--- src/rtl/halut_decoder_ctrl.sv ---
// rtl/halut_decoder_ctrl.sv - Sequencer that loads the HALUT LUT and streams encoded rows through one decoder
//
// Purpose: LOAD writes C*K LUT words to the decoder in address order. RUN then feeds one
// prototype index per cycle, C indices per row. Each finished row sum is captured into a
// one-entry valid/ready output buffer. FLUSH waits for the last result to be consumed and
// then pulses done_o.
//
// Ports:
//   clk_i, rst_i                     clock, synchronous active-high reset
//   start_i, rows_i, load_lut_i      job request (sampled in IDLE)
//   lut_valid_i/lut_data_i/lut_ready_o   LUT word stream
//   enc_valid_i/enc_k_i/enc_ready_o      encoded index stream
//   waddr_o, wdata_o, we_o           decoder LUT write port
//   c_addr_o, k_addr_o, decoder_o    decoder lookup port
//   dec_result_i                     decoder row result
//   res_valid_o/res_data_o/res_ready_i   row result buffer
//   busy_o, done_o                   job status
//
// Optional feature macro: HALUT_CTRL_PERF_CNT_EN adds perf_cycles_o and perf_stalls_o.

module halut_decoder_ctrl #(
    parameter int K              = 16,
    parameter int C              = 32,
    parameter int DataTypeWidth  = 16,
    parameter int RowCntWidth    = 16,
    parameter int TotalAddrWidth = $clog2(C * K),
    parameter int CAddrWidth     = $clog2(C),
    parameter int TreeDepth      = $clog2(K)
) (
    input  logic                      clk_i,
    input  logic                      rst_i,
    input  logic                      start_i,
    input  logic [RowCntWidth-1:0]    rows_i,
    input  logic                      load_lut_i,
    input  logic                      lut_valid_i,
    input  logic [DataTypeWidth-1:0]  lut_data_i,
    output logic                      lut_ready_o,
    input  logic                      enc_valid_i,
    input  logic [TreeDepth-1:0]      enc_k_i,
    output logic                      enc_ready_o,
    output logic [TotalAddrWidth-1:0] waddr_o,
    output logic [DataTypeWidth-1:0]  wdata_o,
    output logic                      we_o,
    output logic [CAddrWidth-1:0]     c_addr_o,
    output logic [TreeDepth-1:0]      k_addr_o,
    output logic                      decoder_o,
    input  logic [31:0]               dec_result_i,
    output logic                      res_valid_o,
    output logic [31:0]               res_data_o,
    input  logic                      res_ready_i,
    output logic                      busy_o,
    output logic                      done_o
`ifdef HALUT_CTRL_PERF_CNT_EN
    ,
    output logic [31:0]               perf_cycles_o,
    output logic [31:0]               perf_stalls_o
`endif
);

    typedef enum logic [1:0] {IDLE, LOAD, RUN, FLUSH} state_e;

    state_e                    state_q, state_d;
    logic [TotalAddrWidth-1:0] waddr_q, waddr_d;
    logic [CAddrWidth-1:0]     c_q, c_d;
    logic [RowCntWidth-1:0]    row_q, row_d;
    logic [RowCntWidth-1:0]    rows_q, rows_d;
    logic                      cap_q, cap_d;
    logic                      done_q, done_d;
    logic                      res_valid_q, res_valid_d;
    logic [31:0]               res_data_q, res_data_d;

    logic last_word;
    logic last_c;
    logic stall;

    assign last_word = (waddr_q == TotalAddrWidth'(C * K - 1));
    assign last_c    = (c_q == CAddrWidth'(C - 1));
    // Holding the row-end index keeps the next row from finishing while the buffer is still occupied.
    assign stall     = last_c && res_valid_q && !res_ready_i;

    always_comb begin
        state_d     = state_q;
        waddr_d     = waddr_q;
        c_d         = c_q;
        row_d       = row_q;
        rows_d      = rows_q;
        cap_d       = 1'b0;
        done_d      = 1'b0;
        res_valid_d = res_valid_q;
        res_data_d  = res_data_q;
        lut_ready_o = 1'b0;
        we_o        = 1'b0;
        waddr_o     = '0;
        wdata_o     = '0;
        enc_ready_o = 1'b0;
        decoder_o   = 1'b0;
        c_addr_o    = '0;
        k_addr_o    = '0;

        // Capture wins over consume, so a same-cycle consume/capture keeps valid set.
        if (res_valid_q && res_ready_i) begin
            res_valid_d = 1'b0;
        end
        if (cap_q) begin
            res_valid_d = 1'b1;
            res_data_d  = dec_result_i;
        end

        case (state_q)
            IDLE: begin
                if (start_i) begin
                    if (rows_i == '0) begin
                        done_d = 1'b1;
                    end else begin
                        rows_d  = rows_i;
                        row_d   = '0;
                        c_d     = '0;
                        waddr_d = '0;
                        state_d = load_lut_i ? LOAD : RUN;
                    end
                end
            end
            LOAD: begin
                lut_ready_o = 1'b1;
                if (lut_valid_i) begin
                    we_o    = 1'b1;
                    waddr_o = waddr_q;
                    wdata_o = lut_data_i;
                    if (last_word) begin
                        waddr_d = '0;
                        state_d = RUN;
                    end else begin
                        waddr_d = waddr_q + TotalAddrWidth'(1);
                    end
                end
            end
            RUN: begin
                enc_ready_o = !stall;
                if (enc_valid_i && !stall) begin
                    decoder_o = 1'b1;
                    c_addr_o  = c_q;
                    k_addr_o  = enc_k_i;
                    if (last_c) begin
                        c_d   = '0;
                        // Decoder registers the row sum next cycle; capture one cycle after that.
                        cap_d = 1'b1;
                        row_d = row_q + RowCntWidth'(1);
                        if (row_q == rows_q - RowCntWidth'(1)) begin
                            state_d = FLUSH;
                        end
                    end else begin
                        c_d = c_q + CAddrWidth'(1);
                    end
                end
            end
            FLUSH: begin
                if (!cap_q && (!res_valid_q || res_ready_i)) begin
                    done_d  = 1'b1;
                    state_d = IDLE;
                end
            end
            default: state_d = IDLE;
        endcase
    end

    always_ff @(posedge clk_i) begin
        if (rst_i) begin
            state_q     <= IDLE;
            waddr_q     <= '0;
            c_q         <= '0;
            row_q       <= '0;
            rows_q      <= '0;
            cap_q       <= 1'b0;
            done_q      <= 1'b0;
            res_valid_q <= 1'b0;
            res_data_q  <= '0;
        end else begin
            state_q     <= state_d;
            waddr_q     <= waddr_d;
            c_q         <= c_d;
            row_q       <= row_d;
            rows_q      <= rows_d;
            cap_q       <= cap_d;
            done_q      <= done_d;
            res_valid_q <= res_valid_d;
            res_data_q  <= res_data_d;
        end
    end

    assign res_valid_o = res_valid_q;
    assign res_data_o  = res_data_q;
    assign busy_o      = (state_q != IDLE);
    assign done_o      = done_q;

`ifdef HALUT_CTRL_PERF_CNT_EN
    logic [31:0] perf_cycles_q, perf_cycles_d;
    logic [31:0] perf_stalls_q, perf_stalls_d;

    always_comb begin
        perf_cycles_d = perf_cycles_q;
        perf_stalls_d = perf_stalls_q;
        if (state_q == IDLE && start_i) begin
            perf_cycles_d = '0;
            perf_stalls_d = '0;
        end else begin
            if (busy_o && perf_cycles_q != '1) begin
                perf_cycles_d = perf_cycles_q + 32'd1;
            end
            if (state_q == RUN && enc_valid_i && !enc_ready_o && perf_stalls_q != '1) begin
                perf_stalls_d = perf_stalls_q + 32'd1;
            end
        end
    end

    always_ff @(posedge clk_i) begin
        if (rst_i) begin
            perf_cycles_q <= '0;
            perf_stalls_q <= '0;
        end else begin
            perf_cycles_q <= perf_cycles_d;
            perf_stalls_q <= perf_stalls_d;
        end
    end

    assign perf_cycles_o = perf_cycles_q;
    assign perf_stalls_o = perf_stalls_q;
`endif

endmodule

--- config.mk ---
export PLATFORM = sky130hd
export DESIGN_NAME = halut_decoder_ctrl
export DESIGN_NICKNAME = d
export VERILOG_FILES = /design/src/rtl/halut_decoder_ctrl.sv
export SDC_FILE = /design/constraint.sdc
export NUM_CORES = 1
export LEC_CHECK = 0
export ABC_AREA = 1
export CAP_MARGIN = 20
export CORE_UTILIZATION = 42
export DETAILED_ROUTE_END_ITERATION = 8
export GPL_TIMING_DRIVEN = 0
export PLACE_DENSITY = 0.76
export SKIP_LAST_GASP = 1
export SLEW_MARGIN = 15
export SYNTH_ARGS = -nofsm -noshare
export SYNTH_HDL_FRONTEND = slang
export SYNTH_SLANG_ARGS = --single-unit
export TNS_END_PERCENT = 30
--- constraint.sdc ---
create_clock -name clk_i -period 2 [get_ports clk_i]
set_input_delay 0.4 -clock clk_i [delete_from_list [all_inputs] [get_ports clk_i]]
set_output_delay 0.4 -clock clk_i [all_outputs]
set_load 0.05 [all_outputs]
Word level (Yosys, flattened, before mapping)
Index checks and enable logic that the tools add are counted.
{"block": "word_totals", "word_cells": 98, "mem_bits_rw": 0, "mem_count": 0, "latchBits": 0, "inputBits": 75, "output_inout_bits": 73, "reg_bits": 83, "rom_bits": 0}
{"block": "classes", "n_mux": 46, "bitwise_logic": 3, "reduce_logical": 22, "div": 0, "n_lt_le_gt_ge": 0, "addsub": 4, "shifts": 0, "multipliers": 0, "eq_ne": 14}
{"operator": "16-bit 2-to-1 mux", "count": 6}
{"operator": "9-bit 2-to-1 mux", "count": 6}
{"operator": "16-bit case mux with 2 select lines", "count": 1}
{"operator": "5-bit 2-to-1 mux", "count": 6}
{"operator": "2-bit 2-to-1 mux", "count": 9}
{"operator": "9-bit case mux with 2 select lines", "count": 1}
{"operator": "16-bit by 1-bit adder with 16-bit output, second input constant", "count": 1}
{"operator": "16-bit equality test", "count": 1}
{"operator": "16-bit logical NOT", "count": 1}
{"operator": "2-bit != test, second input constant", "count": 8}
{"operator": "16-bit by 1-bit subtractor with 16-bit output, second input constant", "count": 1}
{"operator": "1-bit 2-to-1 mux", "count": 12}
{"operator": "5-bit case mux with 2 select lines", "count": 1}
{"operator": "9-bit by 1-bit adder with 9-bit output, second input constant", "count": 1}
{"operator": "9-bit equality test, second input constant", "count": 1}
{"operator": "4-bit 2-to-1 mux", "count": 2}
{"operator": "2-bit case mux with 4 select lines", "count": 1}
{"operator": "4-bit AND reduction", "count": 2}
{"operator": "8-bit AND reduction", "count": 1}
{"operator": "2-bit nonzero test", "count": 4}
{"operator": "5-bit by 1-bit adder with 5-bit output, second input constant", "count": 1}
{"operator": "5-bit equality test, second input constant", "count": 1}
{"operator": "1-bit logical AND", "count": 5}
{"operator": "5-bit AND reduction", "count": 1}
{"operator": "other kinds (9)", "count": 15}

Logic depth before layout (Yosys ltp)
Gate-level depths: netlist of run 1.
{"block": "logic_depth", "word_depth": 7, "mapped_depth": 17, "mapped_depth_nobuf": 17}

Least setup slack after synthesis of run 1
Ideal clock, no wire load.
{"block": "synth_path", "kind": "register -> output", "start": "register c_q[0]", "end": "output port c_addr_o[0]", "slack_ns": -1.233, "arrival_ns": 2.833, "stages_incl_launch_ff": 10, "required_time_ns": 1.600, "path_buffers": 0, "cell_sequence": "dfxtp_1 -> ha_1 -> inv_1 -> nor3_1 -> ha_1 -> nand3_1 -> nand2_1 -> nor2_1 -> clkinv_1 -> nor2_1"}
{"block": "synth_between", "elab_chain_cells": 7}
{"element": "start: declaration", "line_no": "64", "source": "logic [CAddrWidth-1:0] c_q, c_d;"}
{"element": "start signal: assignment", "line_no": "170", "source": "c_q <= '0;"}
{"element": "start signal: assignment", "line_no": "180", "source": "c_q <= c_d;"}
{"element": "5-bit equality test", "line_no": "77", "source": "assign last_c = (c_q == CAddrWidth'(C - 1));"}
{"element": "net last_c", "line_no": "73", "source": "logic last_c;"}
{"element": "1-bit logical AND (2 in series)", "line_no": "79", "source": "assign stall = last_c && res_valid_q && !res_ready_i;"}
{"element": "1-bit logical NOT", "line_no": "139", "source": "if (enc_valid_i && !stall) begin"}
{"element": "1-bit logical AND", "line_no": "139"}
{"element": "5-bit 2-to-1 mux", "line_no": "139"}
{"element": "5-bit 2-to-1 mux", "line_no": "109", "source": "case (state_q)"}
{"element": "end: declaration", "line_no": "44", "source": "output logic [CAddrWidth-1:0] c_addr_o,"}
The timed path passes the listed nets, and every way through them passes these cells.

Worst setup path in the final report of run 1
Same ends and word-level chain as after synthesis.

==> impl_metrics.py, run 1 <==
metrics = {
    "floorplan": {
        "die_w_um": 107,
        "initial_utilization_pct": 43.0,
        "core_area_um2": 10800,
        "dieArea_um2": 11500,
        "rows": 38,
        "io_pins": 148,
        "die_h_um": 107,
    },
    "worst_hold_path": {
        "hold_class": "flip-flop to flip-flop",
    },
    "yosys": {
        "synth_common_cells": "nor2_1 (162), nand2_1 (143), inv_1 (89), dfxtp_1 (83), o21ai_0 (58)",
        "ys_seq_area_share_pct": 35.6,
        "avgSynthCellArea_um2": 6.42,
        "yosysMostFrequentCell": "nor2_1",
        "synth_edf_count": 0,
        "synth_area_leaders": "dfxtp_1 (36%), nor2_1 (13%), nand2_1 (12%)",
        "synthArstFlopShare_pct": 0,
        "synth_ff_type": "dfxtp_1",
        "synth.distinct_cells": 36,
        "synthesis.area_um2": 4660,
        "synth_nets": 812,
        "yosysTopAreaCell": "dfxtp_1",
        "postSynthCellCount": 727,
        "yosys.area.top_type_share_pct": 35.6,
        "yosysWarningCount": 0,
        "ys_ff_latch": 83,
    },
    "setup_path": {
        "worst_setup_path_end_kind": "primary output",
        "crit_slowest_cell": "dfxtp_2",
        "cp.required_ns": 1.60,
        "crit_top_cell": "nor2_4",
        "slowest_delay_ns": 0.35,
        "crit_arrival_ns": 1.88,
        "start_kind": "flip-flop",
        "critPathMaxFanout": 5,
        "worstPathCellList": "ha_4 > inv_2 > nor3_2 > ha_2 > nand3_2 > nand2_2 > nor2_4 > clkinv_4 > nor2_4 > buf_6",
        "criticalPathCategory": "flip-flop to primary output",
    },
    "sta": {
        "skew_ns": 0.00851,
        "drv_slew": 0,
        "period_minus_slack_ns": 2.28,
        "setup_viol": 48,
        "maxClockFrequency_mhz": 438,
        "fin_hold_ws_ns": 0.468,
        "tightest_slew_ns": 0.548,
        "hold_viol": 0,
        "relSlewSlack_pct": 63.3,
        "rsz0062_at_grt": "true",
        "timing.final.crit_share_pct": 114,
        "setup_slack_ns": -0.281,
    },
    "finish": {
        "finish.utilization_pct": 65.5,
        "final_nets": 996,
        "fill_cells": 972,
        "layout-drive-gt1-share_pct": 19.3,
        "n_antenna_cell": 0,
        "area_growth_pct": 52.2,
    },
    "detailed_routing": {
        "routed_wl_um": 13600,
        "vias_per_cell": 4.88,
        "via_count": 5151,
        "post_drt_wl_per_cell_um": 12.8,
        "ant_nets": 0,
        "drt-pass1-iter-count": 5,
        "drt_first_iter_violations": 236,
        "drcViolationCount": 0,
    },
    "placed_design": {
        "place_hpwl_um": 9810,
        "place_ws_ns": -0.897,
        "io_buffers": 147,
        "gp_congestion": 0.880,
    },
    "status": {
        "status": "finished with violations",
        "violations": "negative setup slack",
    },
    "power_and_ir_drop": {
        "irDropWorstVdd_mv": 0.668,
        "combPwrFrac_pct": 50.0,
        "p_int_mw": 3.55,
        "p_clk_share_pct": 18.0,
        "leakage_nw": 3.03,
        "p_switching_mw": 2.67,
        "p_sw_share_pct": 42.9,
        "p_per_area_nw_per_um2": 877,
        "pwr-share-seq_pct": 32.0,
    },
    "clocking": {
        "cts_buffer_depth": 2,
        "cts.sinks": 83,
        "cts_tree": "yes",
        "numCtsBuffers": 9,
        "clk_pin_slew_worst_paths_ns": 0.09,
        "insertion_delay_ns": 0.36,
        "cts_hold_buf": 0,
        "cts-root-buf": "clkbuf_8",
        "cts_max_level": 3,
    },
    "global_routing": {
        "grt_max_degree": 15,
        "grt_usage_pct": 23.1,
        "grt_pass1_wl_um": 21300,
        "grt_pass1_vias": 4630,
        "antenna_found_initial": 0,
        "grt-ovfl-total": 0,
    },
    "run": {
        "drv_cap": 0,
    },
}
==> registers in the layout, summed over array words and instances, names as in the netlist <==
register,count
res_data_o,32
row_q,16
rows_q,16
waddr_q,9
c_q,5
state_q,2
cap_q,1
done_o,1
res_valid_o,1
==> area by class of cell <==
type | count | area (µm²) | area share, %
inverters | 94 | 367 | 5.16
repair inverters | 2 | 16.3 | 0.229
plain buffers | 27 | 183 | 2.57
repair buffers | 172 | 1620 | 22.8
flip-flops and latches | 83 | 1680 | 23.6
multi-input cells | 522 | 2890 | 40.7
clock buffers | 11 | 141 | 1.99
well taps | 140 | 175 | 2.47
clock inverters | 5 | 36.3 | 0.511
==> layer usage <==
metal / global-route usage [%] / vias to the layer above / share of wire, %
li1: - / 2650 / -
met1: 27.9 / 2321 / 42
met2: 38.9 / 156 / 49
met3: 5.93 / 24 / 5.9
met4: 9.20 / 0 / 2.7
met5: 0 / - / 0
==> worst max-delay path: cells and delay by family, from the launching register on <==
family	cells	cell delay (ns)
adder cells (fa/ha/maj)	2	0.34
buffers and inverters	3	0.36
AND/OR/NAND/NOR	5	0.47
flip-flops	1	0.35
==> cell families (layout without fill, tap and decap cells) <==
group                      count (synthesis)  count (layout)  share of synthesized area (%)
and+or+nand+nor                          377             377                           34.3
buffers and inverters                    122             311                           10.5
AOI/OAI and AO/OA                        108             108                           11.9
DFF                                       83              83                           35.6
xor gates and xnor gates                  27              27                           5.07
adders and majority gates                 10              10                           2.68
==> cells in the final DEF, fill, tap and decap left out, types with 23 or more instances in the layout <==
cell	netlist	final
a21oi_1	41	40
inv_1	89	81
dfxtp_1	83	76
nand2_1	143	137
nor2_1	162	129
buf_4	0	32
clkdlybuf4s50_1	0	108
nor2_4	2	28
o21ai_0	58	56
xor2_1	23	23
==> power groups by stage <==
stage / Sequential (mW) / Combinational, mW / Clock (mW)
floorplan: 1.97 / 1.87 / 0
global placement: 2.01 / 2.49 / 0
detailed placement: 2.01 / 2.52 / 0
CTS: 1.98 / 2.63 / 1.15
global route: 2.01 / 3.44 / 1.21
finish: 1.99 / 3.11 / 1.12
==> timing repair <==
item | in CTS | in global routing
gates cloned | 1 | 3
setup endpoints to repair | 62 | 85
resized for setup | 210 | 55
setup buffers | 10 | 13
pin swaps | 3 | 12
==> stage by stage <==
| stage | cells | area, µm² | setup TNS, ns | total power, mW |
|---|---|---|---|---|
| finish | 1056 | 7100 | -4.41 | 6.22 |
| global route | 1056 | 7100 | -11.25 | 6.67 |
| CTS | 1040 | 6810 | -7.63 | 5.75 |
| detailed placement | 1014 | 6540 | -46.11 | 4.53 |
| global placement | 1014 | 6540 | -44.31 | 4.49 |
| floorplan | 727 | 4900 | -5.24 | 3.84 |
==> path summary, 6_finish.rpt <==
| kind | from | endpoint | slack (ns) | cells past startpoint |
|---|---|---|---|---|
| hold reg to reg | rows_q[15] | rows_q[15] | 0.47 | 2 |
| setup reg to reg | c_q[0] | row_q[5] | -0.09 | 16 |
| setup / recovery | c_q[0] | c_addr_o[0] | -0.28 | 10 |
| hold / removal | rows_q[15] | rows_q[15] | 0.47 | 2 |
Note: power is estimated with default switching activity, not from simulation.
==> inputs of run 2 (changes only) <==
--- a/config.mk
+++ b/config.mk
@@ -7,10 +7,11 @@
 export LEC_CHECK = 0
 export ABC_AREA = 1
 export CAP_MARGIN = 20
-export CORE_UTILIZATION = 42
+export CORE_UTILIZATION = 51
 export DETAILED_ROUTE_END_ITERATION = 8
 export GPL_TIMING_DRIVEN = 0
-export PLACE_DENSITY = 0.76
+export PLACE_DENSITY = 0.87
+export REMOVE_ABC_BUFFERS = 1
 export SKIP_LAST_GASP = 1
 export SLEW_MARGIN = 15
 export SYNTH_ARGS = -nofsm -noshare
==> constraint.sdc (replaced) <==
create_clock -name clk_i -period 2.9 [get_ports clk_i]
set_input_delay 0.58 -clock clk_i [delete_from_list [all_inputs] [get_ports clk_i]]
set_output_delay 0.58 -clock clk_i [all_outputs]
set_load 0.05 [all_outputs]
==> impl_metrics.py, run 2 (same netlist as run 1, synthesis figures left out) <==
metrics = {
    "placed_design": {
        "place_area_um2": 6140,
        "io_buffers": 147,
        "gp_congestion": 0.906,
        "place_hpwl_um": 9380,
    },
    "sta": {
        "tightest_slew_ns": 1.03,
        "timing.final.crit_share_pct": 106,
        "setup_viol": 14,
        "period_minus_slack_ns": 3.06,
        "fin_hold_ws_ns": 0.491,
        "maxClockFrequency_mhz": 326,
        "setup_slack_ns": -0.164,
        "setup_tns_ns": -1.49,
        "relSlewSlack_pct": 31.5,
        "drv_slew": 0,
        "rsz0062_at_grt": "true",
        "hold_viol": 0,
        "skew_ns": 0.0166,
    },
    "power_and_ir_drop": {
        "total_power_mw": 3.85,
        "p_sw_share_pct": 44.6,
        "leakage_nw": 2.97,
        "p_int_mw": 2.13,
        "p_clk_share_pct": 22.1,
        "pwr-share-seq_pct": 35.2,
        "p_per_area_nw_per_um2": 606,
        "combPwrFrac_pct": 42.7,
        "irDropWorstVdd_mv": 0.362,
        "p_switching_mw": 1.72,
    },
    "clocking": {
        "cts.sinks": 83,
        "cts_buffer_depth": 2,
        "cts_max_level": 3,
        "numCtsBuffers": 9,
        "clk_pin_slew_worst_paths_ns": 0.10,
        "insertion_delay_ns": 0.37,
        "cts_tree": "yes",
        "cts-root-buf": "clkbuf_8",
    },
    "floorplan": {
        "die_w_um": 97.6,
        "io_pins": 148,
        "initial_utilization_pct": 53.0,
        "core_area_um2": 8810,
        "dieArea_um2": 9530,
        "die_h_um": 97.6,
        "rows": 34,
    },
    "finish": {
        "final_cell_area_um2": 6360,
        "layout-drive-gt1-share_pct": 5.91,
        "final_nets": 943,
        "layout_common_cells": "nor2_1 (162), nand2_1 (142), clkdlybuf4s50_1 (121)",
        "n_antenna_cell": 0,
        "final_common_cell": "nor2_1",
        "area_growth_pct": 36.3,
        "largest_reg_flops": 32,
    },
    "setup_path": {
        "slowest_delay_ns": 0.82,
        "critPathMaxFanout": 26,
        "criticalPathCategory": "flip-flop to primary output",
        "crit_slowest_cell": "clkdlybuf4s50_1",
        "critPathTopFamily": "buffers and inverters",
        "worstPathCellList": "inv_1 > ha_1 > nand2_2 > nor2_1 > clkdlybuf4s50_1",
        "crit_arrival_ns": 2.48,
        "cp.required_ns": 2.32,
        "start_kind": "flip-flop",
        "critical_path_buf_inv_count": 2,
        "worst_setup_path_end_kind": "primary output",
    },
    "run": {
        "drv_cap": 0,
    },
    "detailed_routing": {
        "post_drt_wl_per_cell_um": 13.4,
        "routed_wl_um": 13000,
        "via_count": 5001,
        "drt_first_iter_violations": 243,
        "drcViolationCount": 4,
        "vias_per_cell": 5.15,
        "ant_nets": 0,
        "drt-pass1-iter-count": 7,
    },
    "worst_hold_path": {
        "hold_class": "flip-flop to flip-flop",
    },
    "global_routing": {
        "grt_usage_pct": 27.5,
        "antenna_found_initial": 0,
        "grt_max_degree": 58,
        "grt-ovfl-total": 0,
        "grt_pass1_vias": 4905,
        "grt_pass1_wl_um": 21400,
    },
    "status": {
        "violations": "design-rule violations, negative setup slack",
        "status": "finished with violations",
    },
}
-- run 2: cell count changes in the layout (fill, tap and decap cells not counted), moves of 8 or more --
cell / previous run / this run
buf_2: 15 / 6
buf_4: 32 / 1
buf_6: 8 / 0
clkbuf_1: 15 / 0
clkdlybuf4s50_1: 108 / 121
dlymetal6s2s_1: 0 / 14
nor2_1: 129 / 162
nor2_4: 28 / 2
-- run 2: worst min-delay path: cells and delay by family, from the launching register on --
family | cells | cell delay (ns)
buffers and inverters | 1 | 0.07
AO/OA/AOI/OAI | 1 | 0.06
flip-flops | 1 | 0.33
-- run 2: stage by stage --
step | setup slack [ns] | utilization, % | std cells
5_1_grt | -0.309 | 72.2 | 971
2_1_floorplan | -0.518 | - | 699
3_3_place_gp | -0.492 | 69.7 | 954
3_5_place_dp | -0.325 | 69.7 | 954
4_1_cts | -0.165 | 71.8 | 971
6_report | -0.164 | 72.2 | 971
-- run 2: layout make-up --
cell class | count | area [µm²]
Fill cell | 697 | 2450
Clock inverter | 7 | 78.8
Sequential cell | 83 | 1660
Timing Repair Buffer | 148 | 1480
Tap cell | 108 | 135
Inverter | 94 | 358
Multi-Input combinational cell | 522 | 2520
Clock buffer | 9 | 124
-- run 2: worst paths after layout --
kind / endpoint / cells past startpoint / start / slack (ns)
worst max-delay path: waddr_o[1] / 5 / state_q[1] / -0.16
worst min-delay path: rows_q[14] / 2 / rows_q[14] / 0.49
worst max register to register: row_q[11] / 13 / c_q[0] / 0.21
worst min register to register: rows_q[14] / 2 / rows_q[14] / 0.49
-- run 2: power by group through the flow --
stage	logic [mW]	clock network [mW]	registers (mW)
after floorplan	1.14	0	1.35
after detailed placement	1.60	0	1.38
final	1.64	0.851	1.36
after global placement	1.53	0	1.37
after CTS	1.62	0.866	1.35
after global routing	1.82	0.907	1.37
-- run 2: layer usage --
metal | routed length [µm] | track usage (%)
met4 | 221 | 7.81
met2 | 6500 | 50.5
met5 | 0 | 0
met3 | 1060 | 10.9
met1 | 5230 | 28.9
-- run 2: what timing repair did --
action / CTS / global route
hold buffers: 0 / 0
endpoints found under the setup margin: 37 / 48
gates resized for setup: 47 / 14
buffers inserted: 1 / 0
